### src/rtl/fpsu_pkg.sv
// Shared constants and stage record for the FP SIMD add/sub side-band pipe.
// Latency: n/a (types only).  Backpressure: n/a.
// Defaults here set the parameter defaults of fpsu_op_lane and fpsu_op_pipe.
package fpsu_pkg;

    localparam int RET_W       = 14;
    localparam int SIMD_HALF_W = 68;
    localparam int ADD_BIT_DEF = 10;
    localparam int OP_W_DEF    = 21;

    typedef struct packed {
        logic                v;
        logic [OP_W_DEF-1:0] op;
        logic                xsub;
        logic [RET_W-1:0]    tag;
    } fpsu_stage_t;

endpackage

### src/rtl/fpsu_op_lane.sv
// One issue port: DEPTH-entry shift pipe of {v, op, xsub, tag} with occupancy count and retire qualification.
// Latency: DEPTH cycles issue to retire strobe, plus one per stall cycle.
// Backpressure: stall holds every stage; kill flushes all stages and refuses issue.
module fpsu_op_lane
    import fpsu_pkg::*;
#(
    parameter int DEPTH   = 3,
    parameter int OPW     = OP_W_DEF,
    parameter int TAGW    = RET_W,
    parameter int ADD_BIT = ADD_BIT_DEF
) (
    input  logic                       clk,
    input  logic                       rst,
    input  logic                       in_en,
    input  logic [OPW-1:0]             in_op,
    input  logic                       in_xsub,
    input  logic [TAGW-1:0]            in_tag,
    input  logic                       stall,
    input  logic                       kill,
    output logic                       in_rdy,
    output logic                       out_en,
    output logic [OPW-1:0]             out_op,
    output logic [TAGW-1:0]            out_tag,
    output logic                       addbit,
    output logic                       busy,
    output logic [$clog2(DEPTH+1)-1:0] occ,
    output logic                       err
);

    localparam int OCW = $clog2(DEPTH+1);

    typedef struct packed {
        logic            v;
        logic [OPW-1:0]  op;
        logic            xsub;
        logic [TAGW-1:0] tag;
    } stage_t;

    stage_t          st_q [DEPTH];
    stage_t          fin;
    logic [OCW-1:0]  occ_q;
    logic            err_q;
    logic            advance;
    logic            accept;
    logic            any_v;

    assign advance = ~stall & ~kill;
    assign in_rdy  = advance;
    assign accept  = in_en & advance;
    assign fin     = st_q[DEPTH-1];

    // Whole-record shift: xsub moves with its op, so the final stage always carries the issue-time qualifier.
    always_ff @(posedge clk or negedge rst) begin
        if (!rst) begin
            for (int i = 0; i < DEPTH; i++) begin
                st_q[i] <= '0;
            end
        end else if (kill) begin
            for (int i = 0; i < DEPTH; i++) begin
                st_q[i].v <= 1'b0;
            end
        end else if (!stall) begin
            st_q[0] <= '{v: in_en, op: in_op, xsub: in_xsub, tag: in_tag};
            for (int i = 1; i < DEPTH; i++) begin
                st_q[i] <= st_q[i-1];
            end
        end
    end

    always_ff @(posedge clk or negedge rst) begin
        if (!rst) begin
            occ_q <= '0;
            err_q <= 1'b0;
        end else begin
            err_q <= err_q | (in_en & ~in_rdy);
            if (kill) begin
                occ_q <= '0;
            end else begin
                occ_q <= occ_q + OCW'(accept) - OCW'(out_en);
            end
        end
    end

    always_comb begin
        any_v = 1'b0;
        for (int i = 0; i < DEPTH; i++) begin
            any_v = any_v | st_q[i].v;
        end
    end

    // Retire qualification; payload of an empty or held final stage is forced to zero.
    assign out_en  = fin.v & ~stall & ~kill;
    assign out_op  = out_en ? fin.op  : '0;
    assign out_tag = out_en ? fin.tag : '0;
    assign addbit  = out_en & fin.op[ADD_BIT] & ~fin.xsub;
    assign busy    = any_v & ~kill;
    assign occ     = occ_q;
    assign err     = err_q;

endmodule

### src/rtl/fpsu_op_pipe.sv
// Side-band op pipe for the FP SIMD add/sub cluster: NPORT independent lanes, add-not-sub broadcast, sticky issue error.
// Latency: DEPTH cycles issue to out_en per port, plus one per stall cycle of that port.
// Backpressure: in_rdy = ~stall & ~kill per port; issue while not ready is dropped and sets err.
module fpsu_op_pipe
    import fpsu_pkg::*;
#(
    parameter int NPORT   = 3,
    parameter int DEPTH   = 3,
    parameter int OPW     = OP_W_DEF,
    parameter int TAGW    = RET_W,
    parameter int ADD_BIT = ADD_BIT_DEF
) (
    input  logic                             clk,
    input  logic                             rst,
    input  logic [NPORT-1:0]                 in_en,
    input  logic [NPORT*OPW-1:0]             in_op,
    input  logic [NPORT-1:0]                 in_xsub,
    input  logic [NPORT*TAGW-1:0]            in_tag,
    input  logic [NPORT-1:0]                 stall,
    input  logic [NPORT-1:0]                 kill,
    output logic [NPORT-1:0]                 in_rdy,
    output logic [NPORT-1:0]                 out_en,
    output logic [NPORT*OPW-1:0]             out_op,
    output logic [NPORT*TAGW-1:0]            out_tag,
    output logic [NPORT-1:0]                 addmask,
    output logic [NPORT-1:0]                 busy,
    output logic [NPORT*$clog2(DEPTH+1)-1:0] occ,
    output logic                             err
);

    localparam int OCW = $clog2(DEPTH+1);

    logic [NPORT-1:0] lane_err;
    logic [NPORT-1:0] lane_add;

    for (genvar p = 0; p < NPORT; p++) begin : g_lane
        fpsu_op_lane #(
            .DEPTH   (DEPTH),
            .OPW     (OPW),
            .TAGW    (TAGW),
            .ADD_BIT (ADD_BIT)
        ) u_lane (
            .clk     (clk),
            .rst     (rst),
            .in_en   (in_en[p]),
            .in_op   (in_op[p*OPW +: OPW]),
            .in_xsub (in_xsub[p]),
            .in_tag  (in_tag[p*TAGW +: TAGW]),
            .stall   (stall[p]),
            .kill    (kill[p]),
            .in_rdy  (in_rdy[p]),
            .out_en  (out_en[p]),
            .out_op  (out_op[p*OPW +: OPW]),
            .out_tag (out_tag[p*TAGW +: TAGW]),
            .addbit  (lane_add[p]),
            .busy    (busy[p]),
            .occ     (occ[p*OCW +: OCW]),
            .err     (lane_err[p])
        );
    end

    // One vector drives every port of both SIMD halves.
    assign addmask = lane_add;
    assign err     = |lane_err;

endmodule

### config.mk
export PLATFORM = sky130hd
export DESIGN_NAME = fpsu_op_pipe
export DESIGN_NICKNAME = d
export VERILOG_FILES = /design/src/rtl/fpsu_pkg.sv /design/src/rtl/fpsu_op_lane.sv /design/src/rtl/fpsu_op_pipe.sv
export SDC_FILE = /design/constraint.sdc
export NUM_CORES = 1
export LEC_CHECK = 0
export CAP_MARGIN = 20
export CORE_MARGIN = 1.5
export CORE_UTILIZATION = 40
export DETAILED_ROUTE_END_ITERATION = 10
export DONT_BUFFER_PORTS = 1
export MAX_ROUTING_LAYER = met4
export SLEW_MARGIN = 10
export SYNTH_ARGS = -nofsm -noshare
export SYNTH_HDL_FRONTEND = slang
export SYNTH_SLANG_ARGS = --single-unit
### constraint.sdc
create_clock -name clk -period 2.4 [get_ports clk]
set_input_delay 0.24 -clock clk [delete_from_list [all_inputs] [get_ports clk]]
set_output_delay 0.24 -clock clk [all_outputs]
set_load 0.02 [all_outputs]
==> After elaboration in Yosys (flattened, before gate mapping) <==
Index checks and enable logic that the tools add are counted.
{ "word_totals": {"ff_bits": 342, "inputBits": 119, "output_inout_bits": 124} }
{ "op_classes": {"addsub": 6, "n_eq_ne": 3, "n_mux": 21, "bitwise_logic": 45, "reduce_logical": 4} }
{ "ops": {"columns": ["op", "count"], "rows": [
  ["$mux W111", 3],
  ["$mux W21", 3],
  ["$mux W14", 3],
  ["$and A1 B1 Y1", 24],
  ["$not A1 Y1", 12],
  ["$mux W1", 9],
  ["$or A1 B1 Y1", 9],
  ["$add A2 B1 Y2", 3],
  ["$mux W2", 3],
  ["$ne A2 B1 Y1 const B", 3],
  ["$reduce_and A2 Y1", 3],
  ["$sub A2 B1 Y2", 3],
  ["$reduce_or A3 Y1", 1]
]} }

==> Depth between registers and ports, before layout <==
Gate-level depths: netlist (run 1).
{ "logic_depth": {"ltp_word": 6, "depth_mapped": 10} }

==> By module <==
Synthesis (run 1) repeated with hierarchy kept, for this count alone.
{ "unflattened": {"hier_cells": 880, "area_unflattened_um2": 14769.2} }
{ "by_module_without_submodules": {"columns": ["mod", "n_inst", "cells_each", "area_per_inst_um2", "seq_area_each_um2"], "rows": [
  ["fpsu_op_lane", 3, 293, 4921.0, 2852.7],
  ["fpsu_op_pipe", 1, 1, 6.3, 0.0]
]} }

==> Least setup slack after synthesis (run 1) <==
No wires, ideal clock.
{ "synth_path": {"path_kind": "input-to-reg", "startpoint": "input port stall[0]", "endpoint": "register g_lane[0].u_lane.occ_q[1]", "setup_time_ps": 72, "arrival_time_ps": 1806, "required_ps": 2328, "slack_ps": 522, "path_stages": 8, "cell_sequence": "buf_2 nor3b_2 clkbuf_1 ha_1 inv_1 ha_1 xnor3_1 nor2_1"} }
{ "synth_rtl": {"columns": ["item", "line_no", "source"], "rows": [
  ["from (decl)", "fpsu_op_pipe.sv:19", "input logic [NPORT-1:0] stall,"],
  ["$not A1 Y1 (no source line)", null, null],
  ["$and A1 B1 Y1 (2 in a row)", "fpsu_op_lane.sv:92", "assign out_en = fin.v & ~stall & ~kill;"],
  ["net g_lane[0].u_lane.out_en", "fpsu_op_lane.sv:21", "output logic out_en,"],
  ["$sub A2 B1 Y2", "fpsu_op_lane.sv:79", "occ_q <= occ_q + OCW'(accept) - OCW'(out_en);"],
  ["$mux W2", "fpsu_op_lane.sv:76", "if (kill) begin"],
  ["to (signal assigned)", "fpsu_op_lane.sv:79", null],
  ["to (decl)", "fpsu_op_lane.sv:41", "logic [OCW-1:0] occ_q;"]
]} }
The timed path passes the listed nets, and every way through them passes these cells.
A chain may end at the register's enable or synchronous reset.

==> Worst setup path in the final report (run 1) <==
{ "layout_path": {"startpoint": "register g_lane[1].u_lane.st_q, in the netlist g_lane[1].u_lane.fin[36]", "endpoint": "output port out_tag[15]"} }
{ "layout_between": {"elab_chain_cells": 3} }
{ "layout_lines": {"columns": ["item", "line_no", "source"], "rows": [
  ["from (decl)", "fpsu_op_lane.sv:39", "stage_t st_q [DEPTH];"],
  ["from (signal, indexed assignment)", "fpsu_op_lane.sv:65", "st_q[i] <= st_q[i-1];"],
  ["$and A1 B1 Y1 (2 in a row)", "fpsu_op_lane.sv:92", null],
  ["$mux W14", "fpsu_op_lane.sv:94", "assign out_tag = out_en ? fin.tag : '0;"],
  ["to (decl)", "fpsu_op_pipe.sv:24", "output logic [NPORT*TAGW-1:0] out_tag,"]
]} }
No other way between the ends.

==> results of run 1 <==
==> layout make-up <==
cell class / instances / area share (%)
inverters: 8 / 0.222
well taps: 455 / 3.37
clock buffers: 55 / 7.03
clock inverters: 13 / 0.732
flip-flops and latches: 342 / 50.6
repair buffers: 136 / 8.30
multi-input cells: 486 / 29.8
==> final timing paths <==
kind,endpoint,slack [ns],depth (start not counted)
max in group asynchronous,g_lane[2].u_lane.st_q[46],2.16,0
min,g_lane[2].u_lane.st_q[89],-0.59,0
min reg2reg,g_lane[0].u_lane.err,0.44,1
min in group clk,g_lane[1].u_lane.occ[0],0.08,3
max,out_tag[15],0.28,3
max reg2reg,g_lane[0].u_lane.occ[1],0.60,6
==> worst reg2reg max path: stages (launching register included) <==
cell,delay (ns)
dfrtp_1,0.37
nor3b_4,0.38
ha_1,0.32
inv_1,0.08
ha_1,0.17
xnor3_1,0.31
nor2_1,0.10
==> routing by layer <==
metal  global-route usage, %  vias to the layer above  wire length (microns)
met2                    22.7                      170                  12300
met5                       -                        -                      0
met1                    19.7                     3759                  11500
met3                    4.09                       44                   1660
met4                    5.03                        0                    623
li1                        -                     3346                      -
==> sequential cells by signal (all words and copies together) (netlist names) <==
name                count
g_lane.u_lane.err       3
g_lane.u_lane.fin     111
g_lane.u_lane.occ       6
g_lane.u_lane.st_q    222
==> report_power, final <==
| group | leakage, nW | internal [mW] | switching (mW) |
|---|---|---|---|
| sequential | 4.06 | 7.10 | 0.670 |
| clock | 0.652 | 3.66 | 2.31 |
| combinational | 2.81 | 1.37 | 0.506 |
==> logic make-up (layout without fill, tap and decap cells) <==
family / count (synthesis) / in the layout
DFF: 342 / 342
muxes: 333 / 333
and+or+nand+nor: 141 / 141
buffers and inverters: 73 / 212
adders and majority gates: 6 / 6
AOI/OAI and AO/OA: 3 / 3
xor gates and xnor gates: 3 / 3
==> Yosys cell counts <==
library cell	n	area share, %
a21o_1	2	0.11
and2_1	74	3.3
and3_1	34	1.5
and3b_1	2	0.12
buf_2	8	0.28
buf_4	31	1.7
buf_6	14	1.1
clkbuf_1	10	0.27
clkbuf_2	2	0.071
dfrtp_1	342	61
ha_1	6	0.53
inv_1	6	0.16
inv_4	1	0.044
inv_6	1	0.062
mux2_1	8	0.64
mux2_2	246	20
mux2_4	70	7.5
mux2i_1	9	0.64
nand2_1	1	0.027
nand2b_1	1	0.044
nor2_1	17	0.45
nor2b_1	3	0.13
nor3_1	4	0.14
nor3b_2	2	0.18
o21ai_0	1	0.035
or2_1	2	0.089
or3_1	1	0.044
xnor3_1	3	0.48
==> repair_timing <==
| action | CTS | global route |
|---|---|---|
| gates resized for setup | 0 | 0 |
| endpoints found under the hold margin | 468 | 342 |
| setup endpoints to repair | 0 | 0 |
==> stage by stage <==
step | total power [mW] | worst slack [ns]
detailed placement | 9.60 | 0.560
global route | 16.4 | 0.135
CTS | 15.9 | 0.188
global placement | 9.49 | 0.617
floorplan | 9.21 | 0.522
finish | 15.6 | 0.278
==> results.md, run 1 <==
- Worst Skew: 0.00602 ns
- Post-Synth XOR/XNOR Area: 0.480%
- Delay of the slowest critical-path stage: 0.41 ns
- Final #Nets: 1,138
- Placed Area: 0.0144 sq mm
- Row count: 68
- CP Launch Point: g_lane[1].u_lane.fin[36]
- Final instance area: 0.0169 sq mm
- GPL Wtd Cong: 0.717
- Worst rel slew slack: 33.5%
- Grt total ovfl: 0
- Area share of fa/ha/maj cells after synthesis: 0.533%
- Multiplexer share of the synthesized area: between 20 and 30%
- Port bufs: 0
- Cells after DPL: between 1,000 and 1,500
- CTS buffer count: 39
- Largest family of logic cells by synthesized area: multiplexers
- Hold Slack: -0.587 ns
- Total Wirelength: around 26 mm
- Startpoint types: flip-flop
- Final setup vio count: 0
- Pwr per Cell Area: 923 mW/mm^2
- Synth Area in Simple Gates: 6.03%
- Tcrit/Tclk final: between 80% and 90%
- Buf+Inv Stages, Crit Path: 1
- Commonest non-fill, non-tap cell in the layout: dfrtp_1
- Synth Register Bits: 342
- I/O pin total: 243
- Layout Cells excl Fill: 1,495
- N_diodes: 0
- Failing checks: negative hold slack
- Crit path cell chain: nor3b_4, buf_4, and2_1
- Die Width: about 190 microns
- Minimum clock period: 2.12 ns
- DP HPWL: 15.8 mm
- Vias in the first global route: 7,796
- Layout cells sized above 1: around two fifths
- Initial Util: around two fifths
- Initial antenna violation count: 0
- Register area share after synthesis: 60.8%
- CTS Hold Bufs: 118
- Clk Latency, worst-skew pair: around 0.52 ns
- Final Hold Vio Count: 342
- Tightest Hold Check Type: input port to asynchronous set/reset pin
- Clock sinks: roughly 340
- Compound-Gate Fraction of Synth Area: 0.142%
- Setup CP Type: flip-flop to output port
- Util after Layout: approximately 49%
- CP max-delay cell: buf_4
- Gate Count Post-Synth: 901
- Core area: ~0.035 sq mm
- First-pass GRT wire length: 42.6 mm
- Peak supply drop: 0.000644 V
- Leakage: 7.52 nW
- Total die area: roughly 0.036 sq mm
- Gr usage total: between 15 and 20%
- Worst setup EP type: output port
- H-tree lvl count: 2
- Status: complete, but fails checks
- Fin. max-slew vios: 0
- Largest net degree at the start of global routing: 343
- WL/cell: about 17 microns
- Die H: 191 microns
- Area Overhead vs Synth: 20.1%
- Critical R2R Launch: g_lane[0].u_lane.fin[36]
- Setup TNS: 0 ns
- Mapped Area: 0.0141 sq mm
- Syn_nets: between 1,000 and 1,500
- Filler Cells Inserted: 2,981
- Starting DRC count in detailed routing: 272
- Clock Pin Slew Worst Setup and Hold Paths: 0.06 ns
- Required @ worst endpoint: around 2.2 ns
- Max-cap viol count: 0
- DRC violations left: 0
- Mean Syn Cell Area: around 16 sq um
- Worst-path maximum fanout: 37
- ANT nets after route: 0
- CTS root buf: clkbuf_16
- Register area: roughly 0.0086 sq mm
- RSZ-0062 raised after global routing: false
- Achievable frequency: 0.471 GHz
- Syn. warnings: 0
- Drt pass-1 iters: 4
- TritonCTS clock tree: built
- Crit-path leading delay family: simple AND/OR/NAND/NOR gates
- Max clock buf depth: 3
- Via Count: 7,319
- Worst-margin pin slew: about 1 ns
- Area of the multi-input gates: roughly 0.005 sq mm
- Routed vias/inst: 4.90
- Yosys cell types: 28
- Crit path arrival time: around 1.9 ns
- Most frequent cells in the layout: dfrtp_1 (342), mux2_2 (246), dlygate4sd3_1 (118)
- Post-CTS setup repair buffer count: 0
(Power assumes the default switching activity.)
==> run 2, diff against run 1 <==
--- a/config.mk
+++ b/config.mk
@@ -6,12 +6,16 @@
 export NUM_CORES = 1
 export LEC_CHECK = 0
 export CAP_MARGIN = 20
+export CELL_PAD_IN_SITES_DETAIL_PLACEMENT = 1
+export CELL_PAD_IN_SITES_GLOBAL_PLACEMENT = 2
 export CORE_MARGIN = 1.5
 export CORE_UTILIZATION = 40
 export DETAILED_ROUTE_END_ITERATION = 10
 export DONT_BUFFER_PORTS = 1
 export MAX_ROUTING_LAYER = met4
+export PLACE_DENSITY_LB_ADDON = 0.1
 export SLEW_MARGIN = 10
 export SYNTH_ARGS = -nofsm -noshare
 export SYNTH_HDL_FRONTEND = slang
+export SYNTH_HIERARCHICAL = 1
 export SYNTH_SLANG_ARGS = --single-unit
==> results.md, run 2 <==
- CTS root buf: clkbuf_16 (unchanged)
- Cells after DPL: 1,311 (was 1,309)
- Worst-path maximum fanout: 37 (unchanged)
- Startpoint types: flip-flop (unchanged)
- Initial Util: 40.5% (was 40.7%)
- Largest register FFs: 222 (unchanged)
- Switching Fraction: 22.6% (was 22.3%)
- N_diodes: 0 (unchanged)
- Leakage: 7.99 nW (was 7.52 nW)
- Vias in the first global route: 8,484 (was 7,796)
- CTS Hold Bufs: 121 (was 118)
- DRC violations left: 0 (unchanged)
- Multiplexer share of the synthesized area: 31.4% (was 28.4%)
- Tcrit/Tclk final: 90.0% (was 88.4%)
- Grt total ovfl: 0 (unchanged)
- Hold Slack: -0.582 ns (was -0.587 ns)
- Reg-to-Reg End: g_lane[2].u_lane/occ[1] (was g_lane[0].u_lane.occ[1])
- CTS buffer count: 39 (unchanged)
- # resized after CTS: 0 (unchanged)
- Tightest Hold Check Type: input port to asynchronous set/reset pin (unchanged)
- First-pass GRT wire length: 48.5 mm (was 42.6 mm)
- ANT nets after route: 0 (unchanged)
- Worst-margin pin slew: 1.40 ns (was 0.997 ns)
- Filler Cells Inserted: 3,478 (was 2,981)
- Max clock buf depth: 3 (unchanged)
- Port bufs: 0 (unchanged)
- Largest family of logic cells by synthesized area: multiplexers (unchanged)
- Clk pwr share: 36.1% (was 38.2%)
- Setup TNS: 0 ns (unchanged)
- Setup CP Type: flip-flop to output port (unchanged)
- Setup slack, reg-to-reg: 0.82 ns (was 0.60 ns)
- Post-CTS setup repair buffer count: 0 (unchanged)
- Total die area: 0.0381 sq mm (was 0.0364 sq mm)
- Delay of the slowest critical-path stage: 0.41 ns (about the same)
- Worst Skew: 0.00804 ns (was 0.00602 ns)
- Synth Area in Simple Gates: 5.74% (was 6.03%)
- Via Count: 7,343 (was 7,319)
- Crit path cell chain: nor3b_4, buf_4, and3b_1 (was nor3b_4, buf_4, and2_1)
- Crit path arrival time: 1.92 ns (was 1.88 ns)
- Initial antenna violation count: 0 (unchanged)
- Top cells by count, synth: dfrtp_1 (342), mux2_4 (240), and2_1 (105) (was dfrtp_1 (342), mux2_2 (246), and2_1 (74))
- Minimum clock period: 2.16 ns (was 2.12 ns)
- Clock sinks: 342 (unchanged)
- Routed vias/inst: 4.90 (about the same)
- Largest Register: g_lane.u_lane/st_q (was g_lane.u_lane.st_q)
- DP HPWL: 18.7 mm (was 15.8 mm)
- Combinational share of power: 14.8% (was 12.0%)
- Synth area leader: dfrtp_1 (unchanged)
- I/O pin total: 243 (unchanged)
- Synth top area cells: dfrtp_1 (58%), mux2_4 (24%), mux2_2 (6.4%), and2_1 (4.4%), buf_8 (2.4%) (was dfrtp_1 (61%), mux2_2 (20%), mux2_4 (7.5%), and2_1 (3.3%), buf_4 (1.7%))
- TritonCTS clock tree: built (unchanged)
- Sw Pwr: 3.62 mW (was 3.48 mW)
- Pwr per Cell Area: 918 mW/mm^2 (was 923 mW/mm^2)
- Max-cap viol count: 0 (unchanged)
- Compound-Gate Fraction of Synth Area: 0.152% (was 0.142%)
- Peak supply drop: 0.000516 V (was 0.000644 V)
- Die H: 195 microns (was 191 microns)
- Buf+Inv Stages, Crit Path: 1 (unchanged)
- Fin. max-slew vios: 0 (unchanged)
- Mean Syn Cell Area: 16.8 sq um (was 15.6 sq um)
- Drt pass-1 iters: 4 (unchanged)
- Seq pwr share: 49.1% (was 49.8%)
- Syn_nets: 1,005 (was 1,026)
- Area Overhead vs Synth: 18.3% (was 20.1%)
- Post-synth top area share: 57.9% (was 60.8%)
- EDFF count, synth: 0 (unchanged)
- Starting DRC count in detailed routing: 216 (was 272)
- Total Wirelength: 30.0 mm (was 26.1 mm)
- Util after Layout: 47.9% (was 48.8%)
- Crit-path leading delay family: simple AND/OR/NAND/NOR gates (unchanged)
- RSZ-0062 raised after global routing: false (unchanged)
- Worst reg-to-reg path cell count: 7 (was 6)
- Largest net degree at the start of global routing: 343 (unchanged)
- GPL Wtd Cong: 0.730 (was 0.717)
- Layout Cells excl Fill: 1,499 (was 1,495)
- Most common flop cell mapped by yosys: dfrtp_1 (unchanged)
- WL/cell: 20.0 microns (was 17.5 microns)
- Gr usage total: 16.6% (was 15.1%)
- Most frequent cells in the layout: dfrtp_1 (342), mux2_4 (240), dlygate4sd3_1 (121) (was dfrtp_1 (342), mux2_2 (246), dlygate4sd3_1 (118))
- Achievable frequency: 0.463 GHz (was 0.471 GHz)
- Register area share after synthesis: 57.9% (was 60.8%)
- Commonest non-fill, non-tap cell in the layout: dfrtp_1 (unchanged)
- Post-Synth XOR/XNOR Area: 0.457% (was 0.480%)
- Worst rel slew slack: 6.75% (was 33.5%)
- Mapped Area: 0.0148 sq mm (was 0.0141 sq mm)
- H-tree lvl count: 2 (unchanged)
- Clk Latency, worst-skew pair: 0.53 ns (was 0.52 ns)
- Worst setup EP type: output port (unchanged)
- Layout cells sized above 1: 39.2% (was 38.8%)
- Row count: 70 (was 68)
- Final setup vio count: 0 (unchanged)
- Final #Nets: 1,130 (was 1,138)
- Top-count cell post-synth: dfrtp_1 (unchanged)
- Critical R2R Launch: g_lane[2].u_lane/fin[36] (was g_lane[0].u_lane.fin[36])
- Internal power: 12.4 mW (was 12.1 mW)
- Async SR Flop Fraction: 100% (unchanged)
- Final Hold Vio Count: 342 (unchanged)
- Clock Pin Slew Worst Setup and Hold Paths: 0.06 ns (about the same)
- Gate Count Post-Synth: 880 (was 901)
- Required @ worst endpoint: 2.16 ns (about the same)
- Syn. warnings: 6 (was 0)
- Failing checks: negative hold slack (unchanged)
- Synth Register Bits: 342 (unchanged)
- Area share of fa/ha/maj cells after synthesis: 0.508% (was 0.533%)
- Status: complete, but fails checks (unchanged)
- Core area: 0.0364 sq mm (was 0.0346 sq mm)
- Die Width: 195 microns (was 191 microns)
- CP max-delay cell: buf_4 (unchanged)
- Yosys cell types: 23 (was 28)
==> run 2: cell types whose count changed after synthesis, sizes merged <==
cell / delta
a21o: +1
and2: +31
and3: -34
and3b: +1
buf: -14
clkbuf: -3
inv: -2
nand2: +2
nand2b: -1
nor2: -2
nor3: -1
nor3b: +1
o21ai: -1
or2: +1
==> run 2: stage by stage <==
step	power, mW	cell area, sq um	setup WS, ns	hold slack (ns)
floorplan	9.73	14800	0.432	-0.0556
global placement	9.98	15000	0.567	-0.0466
detailed placement	10.2	15000	0.507	-0.0477
CTS	16.3	17500	0.153	-0.628
global route	16.8	17500	0.0712	-0.622
finish	16.0	17500	0.240	-0.582
==> run 2: area by class of cell <==
class	count	area, sq um	share of cell area [%]
Tap cell	468	586	3.35
Clock inverter	12	91.3	0.523
Inverter	6	37.5	0.215
Clock buffer	55	1180	6.75
Timing Repair Buffer	132	1340	7.69
Multi-Input combinational cell	484	5670	32.5
Sequential cell	342	8560	49.0
==> run 2: how the worst max path moves through the flow <==
stage                                   startpoint                         to  slack [ns]  depth (start not counted)
after CTS                 g_lane[0].u_lane/fin[36]                 addmask[0]        0.15                          3
after global routing      g_lane[0].u_lane/fin[36]                 addmask[0]        0.07                          3
after global placement                    stall[0]   g_lane[0].u_lane/fin[35]        0.57                          4
after floorplan                           stall[1]    g_lane[1].u_lane/occ[1]        0.43                         11
after detailed placement                  stall[0]  g_lane[0].u_lane/st_q[84]        0.51                          4
final                     g_lane[0].u_lane/fin[36]                 addmask[0]        0.24                          3
==> run 2: metal layers <==
layer / global-route usage (%) / routed length (microns)
met5: - / 0
met4: 6.06 / 809
met3: 3.77 / 1510
met2: 26.2 / 14400
met1: 20.9 / 13200
==> run 2: power by group through the flow <==
stage | Combinational, mW | Sequential [mW] | Clock [mW]
after floorplan | 2.08 | 7.65 | 0
after global placement | 2.11 | 7.87 | 0
after detailed placement | 2.20 | 7.97 | 0
after CTS | 2.40 | 7.90 | 6.03
after global routing | 2.55 | 8.06 | 6.21
final | 2.37 | 7.87 | 5.79
==> run 2: cells by family (layout without fill, tap and decap cells) <==
family	after synthesis	in the layout
AO/OA/AOI/OAI	3	3
XOR/XNOR	3	3
adder cells (fa/ha/maj)	6	6
buffers and inverters	54	205
flip-flops	342	342
multiplexers	333	333
AND/OR/NAND/NOR	139	139
